--- config.mk ---
export PLATFORM = sky130hd
export DESIGN_NAME = rgen_apb_command_bridge_flat
export DESIGN_NICKNAME = d
export VERILOG_FILES = /design/src/rtl/rgen_apb_command_bridge_if.sv /design/src/rtl/rgen_apb_command_bridge.sv /design/src/flat_wrapper.sv
export SDC_FILE = /design/constraint.sdc
export NUM_CORES = 1
export LEC_CHECK = 0
export BUFFER_PORTS_ARGS = -buffer_cell sky130_fd_sc_hd__buf_2
export CORE_ASPECT_RATIO = 1.75
export CORE_MARGIN = 1.5
export CORE_UTILIZATION = 44
export CTS_CLUSTER_SIZE = 30
export DETAILED_ROUTE_END_ITERATION = 16
export HOLD_SLACK_MARGIN = 0.06
export PLACE_DENSITY = 0.79
export REMOVE_ABC_BUFFERS = 1
export SLEW_MARGIN = 10
export SYNTH_ARGS = -nofsm -noshare
export SYNTH_HDL_FRONTEND = slang
export SYNTH_SLANG_ARGS = --single-unit
--- constraint.sdc ---
create_clock -name clk -period 1.8 [get_ports clk]
set_clock_uncertainty 0.1 [all_clocks]
set_input_delay 0.27 -clock clk [delete_from_list [all_inputs] [get_ports clk]]
set_output_delay 0.27 -clock clk [all_outputs]
set_load 0.02 [all_outputs]
--- src/rtl/rgen_apb_command_bridge_if.sv ---
// Bus bundle between the APB host side and the register-block command side of the bridge.
// The slave modport is the bridge's view; master is the view of whatever drives it.
interface rgen_apb_command_bridge_if #(
    parameter int ADDRESS_WIDTH = 16,
    parameter int DATA_WIDTH    = 32
);
    logic                     i_psel;
    logic                     i_penable;
    logic                     i_pwrite;
    logic [ADDRESS_WIDTH-1:0] i_paddr;
    logic [DATA_WIDTH-1:0]    i_pwdata;
    logic                     o_pready;
    logic [DATA_WIDTH-1:0]    o_prdata;
    logic                     o_pslverr;
    logic                     o_command_valid;
    logic                     o_write;
    logic [ADDRESS_WIDTH-1:0] o_address;
    logic [DATA_WIDTH-1:0]    o_write_data;
    logic                     i_response_ready;
    logic [DATA_WIDTH-1:0]    i_read_data;
    logic [2:0]               i_status;

    modport slave (
        input  i_psel, i_penable, i_pwrite, i_paddr, i_pwdata,
        input  i_response_ready, i_read_data, i_status,
        output o_pready, o_prdata, o_pslverr,
        output o_command_valid, o_write, o_address, o_write_data
    );

    modport master (
        output i_psel, i_penable, i_pwrite, i_paddr, i_pwdata,
        output i_response_ready, i_read_data, i_status,
        input  o_pready, o_prdata, o_pslverr,
        input  o_command_valid, o_write, o_address, o_write_data
    );
endinterface

--- src/rtl/rgen_apb_command_bridge.sv ---
// APB3 slave front end: turns each transfer into one register-block command, waits for the
// registered response (or a timeout), then completes the APB access with PRDATA/PSLVERR.
module rgen_apb_command_bridge #(
    parameter int ADDRESS_WIDTH  = 16,
    parameter int DATA_WIDTH     = 32,
    parameter int TIMEOUT_CYCLES = 16
) (
    input logic                      clk,
    input logic                      rst_n,
    rgen_apb_command_bridge_if.slave bus
);
    localparam int CNT_W = (TIMEOUT_CYCLES > 1) ? $clog2(TIMEOUT_CYCLES) : 1;
    localparam logic [CNT_W-1:0] CNT_LAST =
        CNT_W'((TIMEOUT_CYCLES > 0) ? TIMEOUT_CYCLES - 1 : 0);
    localparam logic [ADDRESS_WIDTH-1:0] ALIGN_MASK = ADDRESS_WIDTH'(DATA_WIDTH / 8 - 1);

    typedef enum logic [1:0] {IDLE, COMMAND, RESPONSE} state_t;

    state_t                   state, state_nxt;
    logic                     cmd_write, cmd_write_nxt;
    logic [ADDRESS_WIDTH-1:0] cmd_addr, cmd_addr_nxt;
    logic [DATA_WIDTH-1:0]    cmd_wdata, cmd_wdata_nxt;
    logic [DATA_WIDTH-1:0]    rdata, rdata_nxt;
    logic                     err, err_nxt;
    logic [CNT_W-1:0]         cnt, cnt_nxt;
    logic                     unused_exokay;

    // exokay carries no information for APB3, only the two error flags matter
    assign unused_exokay = bus.i_status[2];

    always_ff @(posedge clk) begin
        if (!rst_n) begin
            state     <= IDLE;
            cmd_write <= 1'b0;
            cmd_addr  <= '0;
            cmd_wdata <= '0;
            rdata     <= '0;
            err       <= 1'b0;
            cnt       <= '0;
        end else begin
            state     <= state_nxt;
            cmd_write <= cmd_write_nxt;
            cmd_addr  <= cmd_addr_nxt;
            cmd_wdata <= cmd_wdata_nxt;
            rdata     <= rdata_nxt;
            err       <= err_nxt;
            cnt       <= cnt_nxt;
        end
    end

    always_comb begin
        state_nxt     = state;
        cmd_write_nxt = cmd_write;
        cmd_addr_nxt  = cmd_addr;
        cmd_wdata_nxt = cmd_wdata;
        rdata_nxt     = rdata;
        err_nxt       = err;
        cnt_nxt       = '0;
        case (state)
            IDLE: begin
                if (bus.i_psel && !bus.i_penable) begin
                    cmd_write_nxt = bus.i_pwrite;
                    cmd_addr_nxt  = bus.i_paddr;
                    cmd_wdata_nxt = bus.i_pwdata;
                    // misaligned accesses never reach the register block
                    if (|(bus.i_paddr & ALIGN_MASK)) begin
                        rdata_nxt = '0;
                        err_nxt   = 1'b1;
                        state_nxt = RESPONSE;
                    end else begin
                        state_nxt = COMMAND;
                    end
                end
            end
            COMMAND: begin
                cnt_nxt = cnt + 1'b1;
                if (bus.i_response_ready) begin
                    rdata_nxt = cmd_write ? '0 : bus.i_read_data;
                    err_nxt   = bus.i_status[0] | bus.i_status[1];
                    state_nxt = RESPONSE;
                end else if (TIMEOUT_CYCLES != 0 && cnt == CNT_LAST) begin
                    rdata_nxt = '0;
                    err_nxt   = 1'b1;
                    state_nxt = RESPONSE;
                end
            end
            RESPONSE: state_nxt = IDLE;
            default:  state_nxt = IDLE;
        endcase
    end

    assign bus.o_pready        = (state == RESPONSE);
    assign bus.o_prdata        = (state == RESPONSE) ? rdata : '0;
    assign bus.o_pslverr       = (state == RESPONSE) && err;
    assign bus.o_command_valid = (state == COMMAND);
    assign bus.o_write         = cmd_write;
    assign bus.o_address       = cmd_addr;
    assign bus.o_write_data    = cmd_wdata;
endmodule

--- src/flat_wrapper.sv ---
// flat-port wrapper written by rule: the top's interface ports become plain ports
module rgen_apb_command_bridge_flat 
#(
    parameter int ADDRESS_WIDTH  = 16,
    parameter int DATA_WIDTH     = 32,
    parameter int TIMEOUT_CYCLES = 16
)
  (clk, rst_n, bus_i_psel, bus_i_penable, bus_i_pwrite, bus_i_paddr, bus_i_pwdata, bus_i_response_ready, bus_i_read_data, bus_i_status, bus_o_pready, bus_o_prdata, bus_o_pslverr, bus_o_command_valid, bus_o_write, bus_o_address, bus_o_write_data);
  rgen_apb_command_bridge_if #(.ADDRESS_WIDTH(ADDRESS_WIDTH), .DATA_WIDTH(DATA_WIDTH)) bus_i ();
  input logic clk;
  input logic rst_n;
  input wire logic [$bits(bus_i.i_psel)-1:0] bus_i_psel;
  input wire logic [$bits(bus_i.i_penable)-1:0] bus_i_penable;
  input wire logic [$bits(bus_i.i_pwrite)-1:0] bus_i_pwrite;
  input wire logic [$bits(bus_i.i_paddr)-1:0] bus_i_paddr;
  input wire logic [$bits(bus_i.i_pwdata)-1:0] bus_i_pwdata;
  input wire logic [$bits(bus_i.i_response_ready)-1:0] bus_i_response_ready;
  input wire logic [$bits(bus_i.i_read_data)-1:0] bus_i_read_data;
  input wire logic [$bits(bus_i.i_status)-1:0] bus_i_status;
  output wire logic [$bits(bus_i.o_pready)-1:0] bus_o_pready;
  output wire logic [$bits(bus_i.o_prdata)-1:0] bus_o_prdata;
  output wire logic [$bits(bus_i.o_pslverr)-1:0] bus_o_pslverr;
  output wire logic [$bits(bus_i.o_command_valid)-1:0] bus_o_command_valid;
  output wire logic [$bits(bus_i.o_write)-1:0] bus_o_write;
  output wire logic [$bits(bus_i.o_address)-1:0] bus_o_address;
  output wire logic [$bits(bus_i.o_write_data)-1:0] bus_o_write_data;
  assign bus_i.i_psel = bus_i_psel;
  assign bus_i.i_penable = bus_i_penable;
  assign bus_i.i_pwrite = bus_i_pwrite;
  assign bus_i.i_paddr = bus_i_paddr;
  assign bus_i.i_pwdata = bus_i_pwdata;
  assign bus_i.i_response_ready = bus_i_response_ready;
  assign bus_i.i_read_data = bus_i_read_data;
  assign bus_i.i_status = bus_i_status;
  assign bus_o_pready = bus_i.o_pready;
  assign bus_o_prdata = bus_i.o_prdata;
  assign bus_o_pslverr = bus_i.o_pslverr;
  assign bus_o_command_valid = bus_i.o_command_valid;
  assign bus_o_write = bus_i.o_write;
  assign bus_o_address = bus_i.o_address;
  assign bus_o_write_data = bus_i.o_write_data;
  rgen_apb_command_bridge #(.ADDRESS_WIDTH(ADDRESS_WIDTH), .DATA_WIDTH(DATA_WIDTH), .TIMEOUT_CYCLES(TIMEOUT_CYCLES)) u_core (.clk(clk), .rst_n(rst_n), .bus(bus_i));
endmodule
Word-level counts from Yosys, hierarchy flattened

Cells that the tools add are included.

Eq/ne operators: 6
Bitwise gates (word level): 1
$add $sub $neg: 1
Muxes and demuxes: 17
Reduce and logical (&&, ||, !) cells: 10

Operators with widths:

| kind                                                  | number |
|---|---|
| two-way mux 32 bit                                    | 6 |
| one-hot mux 32 bit (2 select lines)                   | 1 |
| two-way mux 2 bit                                     | 4 |
| AND reduction 2 bit                                   | 3 |
| adder 4 x 1 -> 4 bit, second input constant           | 1 |
| == test 4 bit, second input constant                  | 1 |
| two-way mux 1 bit                                     | 4 |
| inequality test 2 x 1 -> 1 bit, second input constant | 2 |
| one-hot mux 2 bit (2 select lines)                    | 1 |
| AND reduction 4 bit                                   | 1 |
| inequality test 3 x 2 -> 1 bit, second input constant | 1 |
| == test 2 x 1 -> 1 bit, second input constant         | 1 |
| == test 2 bit, second input constant                  | 1 |
| logical AND 1 bit                                     | 2 |
| zero test 2 bit                                       | 1 |
| one-hot mux 1 bit (2 select lines)                    | 1 |
| nonzero test 2 bit                                    | 1 |
| OR reduction 2 bit                                    | 1 |
| zero test 1 bit                                       | 1 |
| OR 1 bit                                              | 1 |

Logic and storage cells: 42
Output and inout port bits: 84
Bits of input ports: 89
Bits in registers: 88

Longest topological paths before layout

Gate-level depths: netlist (run 1).

Depth after elaboration: 4
Depth in mapped cells: 7
Gate-level depth less buffers: 4

Least setup slack after synthesis (run 1)

Ideal clock, no wire load.

Kind: register to output
Start: register u_core.state[1]
End: output bus_o_prdata[21]
Stages on the path, launching flop included: 4
Arrival: 1,319 ps
Required time: 1,430 ps
Path buffers: 1
Slack: 111 ps
Cell sequence: dfxtp_1 > nor2b_1 > clkbuf_1 > and2_1

Longest elaborated chain between the ends: 2

RTL lines:

| element                | RTL line                      | text |
|---|---|---|
| start, declared        | rgen_apb_command_bridge.sv:19 | `state_t state, state_nxt;` |
| start signal, assigned | rgen_apb_command_bridge.sv:41 | `state <= state_nxt;` |
| == test 2 bit          | n/a                           |  |
| via bus_o_pready       | flat_wrapper.sv:20            | `output wire logic [$bits(bus_i.o_pready)-1:0] bus_o_pready;` |
| two-way mux 32 bit     | rgen_apb_command_bridge.sv:93 | `assign bus.o_prdata = (state == RESPONSE) ? rdata : '0;` |
| end, declared          | flat_wrapper.sv:21            | `output wire logic [$bits(bus_i.o_prdata)-1:0] bus_o_prdata;` |

The timed path passes the listed nets, and every way through them passes these cells.

Worst setup path after layout (run 1)

Start: register u_core.state[1]
End: output bus_o_prdata[1]

Longest elaborated chain between the ends: 2

RTL lines:

| element            | RTL line |
|---|---|
| == test 2 bit      | rgen_apb_command_bridge.sv:93 |
| two-way mux 32 bit | rgen_apb_command_bridge.sv:93 |

No other way between the ends.

==> results.json, run 1 <==
{
  "maxCapViolations": 0,
  "grt_util_all_layers_pct": 24.5,
  "yosys.area.top_type": "dfxtp_1",
  "synth-async-reset-ratio_pct": 0,
  "seq_area_sq_um": 1760,
  "layout.cells.non_filler": 635,
  "p_per_area_nw_per_um2": 878,
  "dr_wl_met3_um": 643,
  "area_growth_pct": 58.6,
  "wl_mm": 9.45,
  "wl_met2_mm": 5.11,
  "cts.htree.levels": 3,
  "fin_nets": 636,
  "hold_viol_final": 0,
  "grt_pass1_vias": 3057,
  "drt_iter0_markers": 203,
  "multiInputGateArea_sq_um": 1370,
  "max-vdd-ir-drop_mv": 0.604,
  "drc": 0,
  "ant_nets": 0,
  "crit_start": "u_core.state[1]",
  "m1WireLength_mm": 3.52,
  "io_pins": 173,
  "place_inst": 593,
  "finalCriticalPeriod_ns": 1.76,
  "antenna_found_initial": 0,
  "startpoint_type": "flop",
  "vias_per_cell": 4.98,
  "synth_top_area_share_pct": 56.0,
  "relSlewSlack_pct": 76.8,
  "ys_seq_area_share_pct": 56.0,
  "fp.dieArea_sq_um": 7690,
  "drive_above_1_share_pct": 42.3,
  "die_y_um": 115,
  "place_area_sq_um": 4130,
  "syn_inst": 354,
  "status": "complete, no violations",
  "rsz0062_at_grt": "yes",
  "fin_tns_setup_ns": 0,
  "fmax_ghz": 0.569,
  "clock-root-buffer": "clkbuf_16",
  "fin_total_pwr_mw": 4.38,
  "hold_class": "input pin to flop",
  "design_area_sq_um": 4990,
  "setup_viol": 0,
  "cts_sinks": 88,
  "core_area_sq_um": 6910,
  "dp_hpwl_mm": 5.71,
  "rows": 40,
  "crit_type": "flop to output port",
  "wire_per_inst_um": 14.9,
  "port_buffers": 171,
  "overflow": 0,
  "antennaDiodeCount": 0,
  "synthTopCellsByArea": "dfxtp_1, nand2_1, a22o_1, a21oi_1, and2_1",
  "slew_violations": 0,
  "start_util_pct": 45.6,
  "reg2reg_from": "u_core.cnt[0]",
  "synth_area_sq_um": 3150,
  "syn_avg_cell_area_sq_um": 8.89,
  "critPathMaxFanout": 17,
  "ys_top_cells_by_count": "nand2_1, dfxtp_1, a21oi_1, and2_1, a22o_1",
  "crit_required_ns": 1.43,
  "grt_max_degree": 51,
  "first_pass_iters": 4,
  "post-route-period-util_pct": 97.7,
  "yosys_most_used_dff": "dfxtp_1",
  "fill_cells": 485,
  "hp-start": "bus_i_read_data[7]",
  "synth-seq-cells": 88,
  "yosysUniqueCellTypes": 25,
  "cts_tree": "yes",
  "fin_ws_ns": 0.0414,
  "pre_cts_ws_ns": 0.0105,
  "yosysMostFrequentCell": "nand2_1",
  "grt_pass1_wl_mm": 14.4,
  "fp.dieW_um": 66.9,
  "gp_congestion": 0.736,
  "vias": 3160,
  "cp.arrival_ns": 1.39,
  "r2r_cells": 4,
  "dr.max_layer_used": "met4",
  "clock_latency_ns": 0.33,
  "yosys_warnings": 0,
  "clock_path_buffers": 2,
  "p_leak_nw": 2.34,
  "worstMarginPinSlew_ns": 0.348,
  "end_kind": "output port",
  "cts_made_buffers": 9,
  "synth_edf_count": 0,
  "path_clk_slew_ns": 0.06,
  "hold_depth": 2
}
cell families after synthesis:
| group | synth area share, % |
|---|---|
| XOR/XNOR | 0.557 |
| buffers and inverters | 3.42 |
| AND/OR/NAND/NOR | 21.3 |
| adder cells (fa/ha/maj) | 0.397 |
| AO/OA/AOI/OAI | 18.4 |
| flip-flops | 56.0 |
cells in the final DEF, fill, tap and decap left out:
| cell type | instances |
|---|---|
| and2_1 | 8 |
| nand2_1 | 100 |
| buf_12 | 3 |
| ha_1 | 1 |
| nand2b_4 | 1 |
| dfxtp_2 | 2 |
| or3_2 | 1 |
| clkbuf_16 | 9 |
| a21oi_1 | 51 |
| o21ba_2 | 1 |
| xor2_1 | 1 |
| o21a_1 | 1 |
| clkbuf_1 | 2 |
| dfxtp_1 | 86 |
| and3_1 | 1 |
| nand2b_1 | 1 |
| buf_16 | 1 |
| a311oi_2 | 1 |
| nor2_1 | 5 |
| buf_2 | 138 |
| bufinv_16 | 1 |
| and2_4 | 25 |
| nor4_1 | 1 |
| clkinv_2 | 2 |
| xnor2_1 | 1 |
| buf_4 | 6 |
| buf_6 | 36 |
| clkinv_1 | 1 |
| a22o_1 | 32 |
| o31a_4 | 1 |
| dlygate4sd3_1 | 22 |
| nor3_2 | 2 |
| nor2b_4 | 1 |
| inv_1 | 1 |
| clkbuf_8 | 2 |
| nand3_1 | 1 |
| nor3_1 | 2 |
per-layer routing:
metal / up-vias / track usage (%)
met5: - / 0
met1: 1450 / 26.4
met3: 12 / 4.01
met2: 139 / 45.6
li1: 1559 / -
met4: 0 / 10.7
registers in the layout, summed over array words and instances (netlist names):
signal	cells
u_core.bus.o_address	16
u_core.bus.o_write	1
u_core.rdata	32
u_core.state	2
u_core.err	1
u_core.cnt	4
u_core.bus.o_write_data	32
repair_timing:
item | 4_1_cts | 5_1_grt
pin swaps | 2 | 0
cloned | 2 | 0
endpoints found under the setup margin | 33 | 65
gates resized for setup | 93 | 9
hold endpoints to repair | 22 | 0
hold buffers | 22 | 0
buffers inserted | 3 | 1
power by group:
group / total [mW] / internal (mW) / switching, mW
Clock: 1.85 / 1.15 / 0.700
Sequential: 2.04 / 2.01 / 0.0310
Combinational: 0.494 / 0.222 / 0.272
final cells by class:
| class | instances | share of cell area, % |
|---|---|---|
| Multi-Input combinational cell | 239 | 27.4 |
| Clock buffer | 13 | 5.21 |
| Tap cell | 84 | 2.10 |
| Timing Repair Buffer | 206 | 29.0 |
| Inverter | 2 | 0.150 |
| Clock inverter | 3 | 0.802 |
| Sequential cell | 88 | 35.3 |
stage by stage:
stage               hold slack [ns]  utilization (%)
floorplan                     0.303                -
global placement              0.329             59.7
detailed placement            0.344             59.7
CTS                          0.0612             72.4
global route                 0.0648             72.3
finish                       0.0601             72.3
path summary, 6_finish.rpt:
check / to / slack, ns
worst max-delay path: bus_o_prdata[1] / 0.04
worst min-delay path: u_core.rdata[7] / 0.06
worst max register to register: u_core.rdata[19] / 0.13
worst min register to register: u_core.bus.o_write_data[23] / 0.35
critical path, cell delays in order (launching register included):
cell,delay (ns)
dfxtp_2,0.34
nor2b_4,0.21
buf_6,0.20
and2_1,0.18
buf_6,0.13
Power figures use the tool's default switching activity.
==> run 2: changes to the inputs <==
Settings changed: ABC_AREA set to 1, CORE_ASPECT_RATIO 1.75 to 1.2, CORE_UTILIZATION 44 to 46, PLACE_DENSITY 0.79 to 0.8.
==> results.json, run 2 <==
{
  "status": "complete, no violations",
  "startpoint_type": "flop",
  "yosysUniqueCellTypes": 25,
  "gp_congestion": 0.852,
  "crit_type": "flop to output port",
  "die_y_um": 99.6,
  "clockPowerShare_pct": 35.9,
  "grt_pass1_vias": 3431,
  "grt_util_all_layers_pct": 22.7,
  "cp.arrival_ns": 1.39,
  "yosysMostFrequentCell": "nor2_1",
  "grt_pass1_wl_mm": 15.3,
  "critPathMaxFanout": 17,
  "port_buffers": 171,
  "yosys.area.top_type": "dfxtp_1",
  "cts.htree.levels": 3,
  "grt_max_degree": 48,
  "ys_top_cells_by_count": "nor2_1, dfxtp_1, o21ai_0, inv_1, nand2_1",
  "clock-root-buffer": "clkbuf_8",
  "pre_cts_ws_ns": 0.240,
  "fin_nets": 750,
  "vias": 3631,
  "clock_path_buffers": 2,
  "antennaDiodeCount": 0,
  "synth-async-reset-ratio_pct": 0,
  "cts_tree": "yes",
  "syn_avg_cell_area_sq_um": 7.70,
  "synth-seq-cells": 88,
  "dp_hpwl_mm": 6.02,
  "internal_power_mw": 3.09,
  "wl_mm": 9.89,
  "first_pass_iters": 4,
  "yosys_most_used_dff": "dfxtp_1",
  "design_area_sq_um": 5170,
  "fin_ws_ns": 0.0390,
  "core_area_sq_um": 7620,
  "ant_nets": 0,
  "drc": 0,
  "area_growth_pct": 44.7,
  "relSlewSlack_pct": 74.1,
  "setup_viol": 0,
  "fmax_ghz": 0.568,
  "slew_violations": 0,
  "hold_class": "input pin to flop",
  "antenna_found_initial": 0,
  "fp.dieW_um": 83.5,
  "layout_commonest_cell": "buf_2",
  "clock_latency_ns": 0.34,
  "swShare_pct": 26.9,
  "power_frac_comb_pct": 15.0,
  "synth_top_area_share_pct": 49.3,
  "rows": 35,
  "worst-r2r-setup-slack_ns": 0.22,
  "synth_edf_count": 0,
  "fp.dieArea_sq_um": 8310,
  "syn_inst": 464,
  "finalCriticalPeriod_ns": 1.76,
  "whs_ns": 0.0849,
  "vias_per_cell": 4.80,
  "cts_sinks": 88,
  "maxCapViolations": 0,
  "drt_iter0_markers": 69,
  "fin_total_pwr_mw": 4.23,
  "p_switching_mw": 1.14,
  "end_kind": "output port",
  "post-route-period-util_pct": 97.8,
  "io_pins": 173,
  "path_clk_slew_ns": 0.09,
  "start_util_pct": 46.9,
  "wire_per_inst_um": 13.1,
  "ys_seq_area_share_pct": 49.3,
  "p_leak_nw": 2.24,
  "fin_tns_setup_ns": 0,
  "place_area_sq_um": 4490,
  "drive_above_1_share_pct": 42.3,
  "worstMarginPinSlew_ns": 0.389,
  "cts_made_buffers": 9,
  "p_seq_share_pct": 49.1,
  "crit_required_ns": 1.43,
  "overflow": 0,
  "synthTopCellsByArea": "dfxtp_1, nor2_1, a21oi_2, o21ai_0, nand2_2",
  "yosys_warnings": 0,
  "p_per_area_nw_per_um2": 818,
  "final_cell_mix": "buf_2, nor2_1, dfxtp_1, o21ai_0, inv_1",
  "max-vdd-ir-drop_mv": 0.855,
  "hold_viol_final": 0,
  "synth_area_sq_um": 3570
}
[run 2: cell types whose count changed after synthesis, sizes merged, moves of 14 or more]
cell and change:
nor2 +132, o21ai +50, inv +44, and2 -33
a22o -32, nand2 -32, buf +15, a21oi -14
[run 2: path summary, 6_finish.rpt]
kind / from / end / depth (start not counted)
hold / removal: bus_i_read_data[21] / u_core.rdata[21] / 3
hold reg to reg: u_core.cnt[0] / u_core.cnt[0] / 1
setup reg to reg: u_core.cnt[0] / u_core.rdata[2] / 7
setup / recovery: u_core.state[1] / bus_o_prdata[26] / 6
[run 2: area by class of cell]
class / count / area, sq um
clock buffers: 9 / 124
clock inverters: 7 / 103
fillers: 617 / 2450
inverters: 46 / 173
multi-input cells: 303 / 1530
flip-flops and latches: 88 / 1770
well taps: 92 / 115
repair buffers: 212 / 1360
[run 2: per-layer routing]
layer  global-route usage (%)  wire [um]
met4                     8.70        223
met1                     26.7       4050
met3                     7.05        824
met5                        0          0
met2                     39.0       4800
[run 2: what timing repair did]
| item | CTS | global route |
|---|---|---|
| pin swaps | 0 | 0 |
| resized for setup | 12 | 37 |
| hold buffers | 28 | 0 |
| setup buffers | 0 | 1 |
| gates cloned | 0 | 2 |
| endpoints found under the hold margin | 28 | 0 |
| endpoints found under the setup margin | 33 | 33 |
[run 2: through the flow]
stage | utilization, % | instances
global route | 67.9 | 757
finish | 67.9 | 757
global placement | 59.0 | 710
floorplan | - | 437
CTS | 66.1 | 754
detailed placement | 59.0 | 710
[run 2: power groups by stage]
stage	clock (mW)	combinational (mW)	sequential, mW
6_report	1.52	0.634	2.08
5_1_grt	1.64	0.694	2.09
4_1_cts	1.56	0.607	2.08
3_5_place_dp	0	0.557	2.12
3_3_place_gp	0	0.550	2.12
2_1_floorplan	0	0.203	2.22
[run 2: logic make-up after synthesis]
family	Yosys count	share of synthesized area (%)
xor gates and xnor gates	1	0.245
and+or+nand+nor	214	25.9
DFF	88	49.3
buffers and inverters	73	9.03
adders and majority gates	1	0.350
AOI/OAI and AO/OA	87	15.1
[run 2: worst max-delay path, stage by stage, from the launching register on]
cell,delay [ns]
dfxtp_4,0.37
inv_2,0.06
nor2_4,0.09
inv_2,0.09
buf_12,0.16
nor2_1,0.12
buf_4,0.16
==> run 3: changes to the inputs <==
Settings changed: CORE_UTILIZATION 46 to 41, PLACE_DENSITY 0.8 to 0.75.
Clock period 1.8 ns to 1.5 ns, I/O delays scaled along.
==> results.json, run 3 (synthesis gave the netlist of run 2 again) <==
{
  "overflow": 0,
  "grt_pass1_vias": 3906,
  "crit_type": "flop to output port",
  "design_area_sq_um": 6180,
  "p_leak_nw": 2.55,
  "first_pass_iters": 5,
  "drive_above_1_share_pct": 43.8,
  "final_util_pct": 72.5,
  "clockPowerShare_pct": 30.7,
  "maxCapViolations": 0,
  "wire_per_inst_um": 15.9,
  "seq_area_sq_um": 1770,
  "post-route-period-util_pct": 117,
  "cts_sinks": 88,
  "vias": 4086,
  "violations": "negative setup slack",
  "grt_max_degree": 50,
  "fin_nets": 808,
  "layout_commonest_cell": "buf_2",
  "place_inst": 735,
  "p_per_area_nw_per_um2": 818,
  "rsz0062_at_grt": "yes",
  "cts_tree": "yes",
  "gp_congestion": 0.799,
  "crit_required_ns": 1.17,
  "dp_hpwl_mm": 6.25,
  "clock-root-buffer": "clkbuf_8",
  "hold_class": "input pin to flop",
  "critPathMaxFanout": 16,
  "fp.dieW_um": 88.2,
  "rows": 37,
  "fin_tns_setup_ns": -5.65,
  "grt_util_all_layers_pct": 25.0,
  "cts.htree.levels": 3,
  "p_switching_mw": 1.41,
  "start_util_pct": 42.0,
  "antenna_found_initial": 0,
  "fill_cells": 588,
  "pre_cts_ws_ns": 0.0234,
  "status": "finished with violations",
  "area_growth_pct": 72.8,
  "cts_made_buffers": 9,
  "wl_mm": 13.3,
  "antennaDiodeCount": 0,
  "finalCriticalPeriod_ns": 1.76,
  "grt_pass1_wl_mm": 17.9,
  "hold_viol_final": 0,
  "fp.dieArea_sq_um": 9290,
  "max-vdd-ir-drop_mv": 0.684,
  "relSlewSlack_pct": 84.8,
  "clock_latency_ns": 0.36,
  "drt_iter0_markers": 167,
  "fmax_ghz": 0.570,
  "clock_path_buffers": 2,
  "cp.arrival_ns": 1.43,
  "vias_per_cell": 4.86,
  "ant_nets": 0,
  "internal_power_mw": 3.64,
  "die_y_um": 105,
  "port_buffers": 171,
  "layout.cells.non_filler": 840,
  "place_area_sq_um": 4600,
  "core_area_sq_um": 8520,
  "io_pins": 173,
  "startpoint_type": "flop",
  "multiInputGateArea_sq_um": 1690,
  "final_cell_mix": "buf_2, nor2_1, dfxtp_1, dlygate4sd3_1, inv_1",
  "swShare_pct": 27.9,
  "fin_total_pwr_mw": 5.05,
  "fin_ws_ns": -0.256,
  "power_frac_comb_pct": 19.9,
  "slew_violations": 0,
  "whs_ns": 0.0705,
  "p_seq_share_pct": 49.4,
  "path_clk_slew_ns": 0.09,
  "end_kind": "output port",
  "drc": 0,
  "setup_viol": 34,
  "worstMarginPinSlew_ns": 0.226
}
## run 3: per-layer routing
| layer | routed length (um) | up-vias | GRT usage (%) |
|---|---|---|---|
| met5 | 0 | - | 0 |
| met4 | 551 | 0 | 12.4 |
| met3 | 1280 | 46 | 7.83 |
| met2 | 6400 | 234 | 42.9 |
| met1 | 5110 | 1864 | 27.3 |
| li1 | - | 1942 | - |
## run 3: repair_timing
| action | 4_1_cts | 5_1_grt |
|---|---|---|
| hold buffers | 80 | 1 |
| cloned | 2 | 3 |
| pin swaps | 1 | 3 |
| gates resized for setup | 68 | 85 |
| endpoints found under the setup margin | 34 | 108 |
| buffers inserted | 2 | 1 |
| endpoints found under the hold margin | 80 | 1 |
## run 3: final timing paths
kind | startpoint | endpoint | slack, ns | cells past startpoint
worst min-delay path | rst_n | u_core.err | 0.07 | 3
worst max-delay path | u_core.state[1] | bus_o_prdata[1] | -0.26 | 6
worst max register to register | u_core.state[1] | u_core.rdata[19] | 0 | 7
worst min register to register | u_core.cnt[0] | u_core.cnt[0] | 0.36 | 1
## run 3: area by class of cell
| class | instances | share of cell area, % |
|---|---|---|
| inverters | 46 | 2.96 |
| clock inverters | 3 | 0.243 |
| repair buffers | 270 | 35.7 |
| clock buffers | 13 | 2.74 |
| multi-input cells | 303 | 27.4 |
| well taps | 117 | 2.37 |
| flip-flops and latches | 88 | 28.6 |
## run 3: critical path, cell delays in order (launching register included)
cell	delay, ns
dfxtp_4	0.37
inv_4	0.04
nor2_4	0.10
inv_4	0.08
buf_16	0.18
nor2_2	0.14
buf_4	0.16
## run 3: power groups by stage
stage | combinational [mW] | clock [mW] | sequential, mW
after floorplan | 0.243 | 0 | 2.66
after global placement | 0.686 | 0 | 2.54
after detailed placement | 0.700 | 0 | 2.55
after CTS | 0.895 | 1.57 | 2.49
after global routing | 1.07 | 1.69 | 2.51
final | 1.01 | 1.55 | 2.50
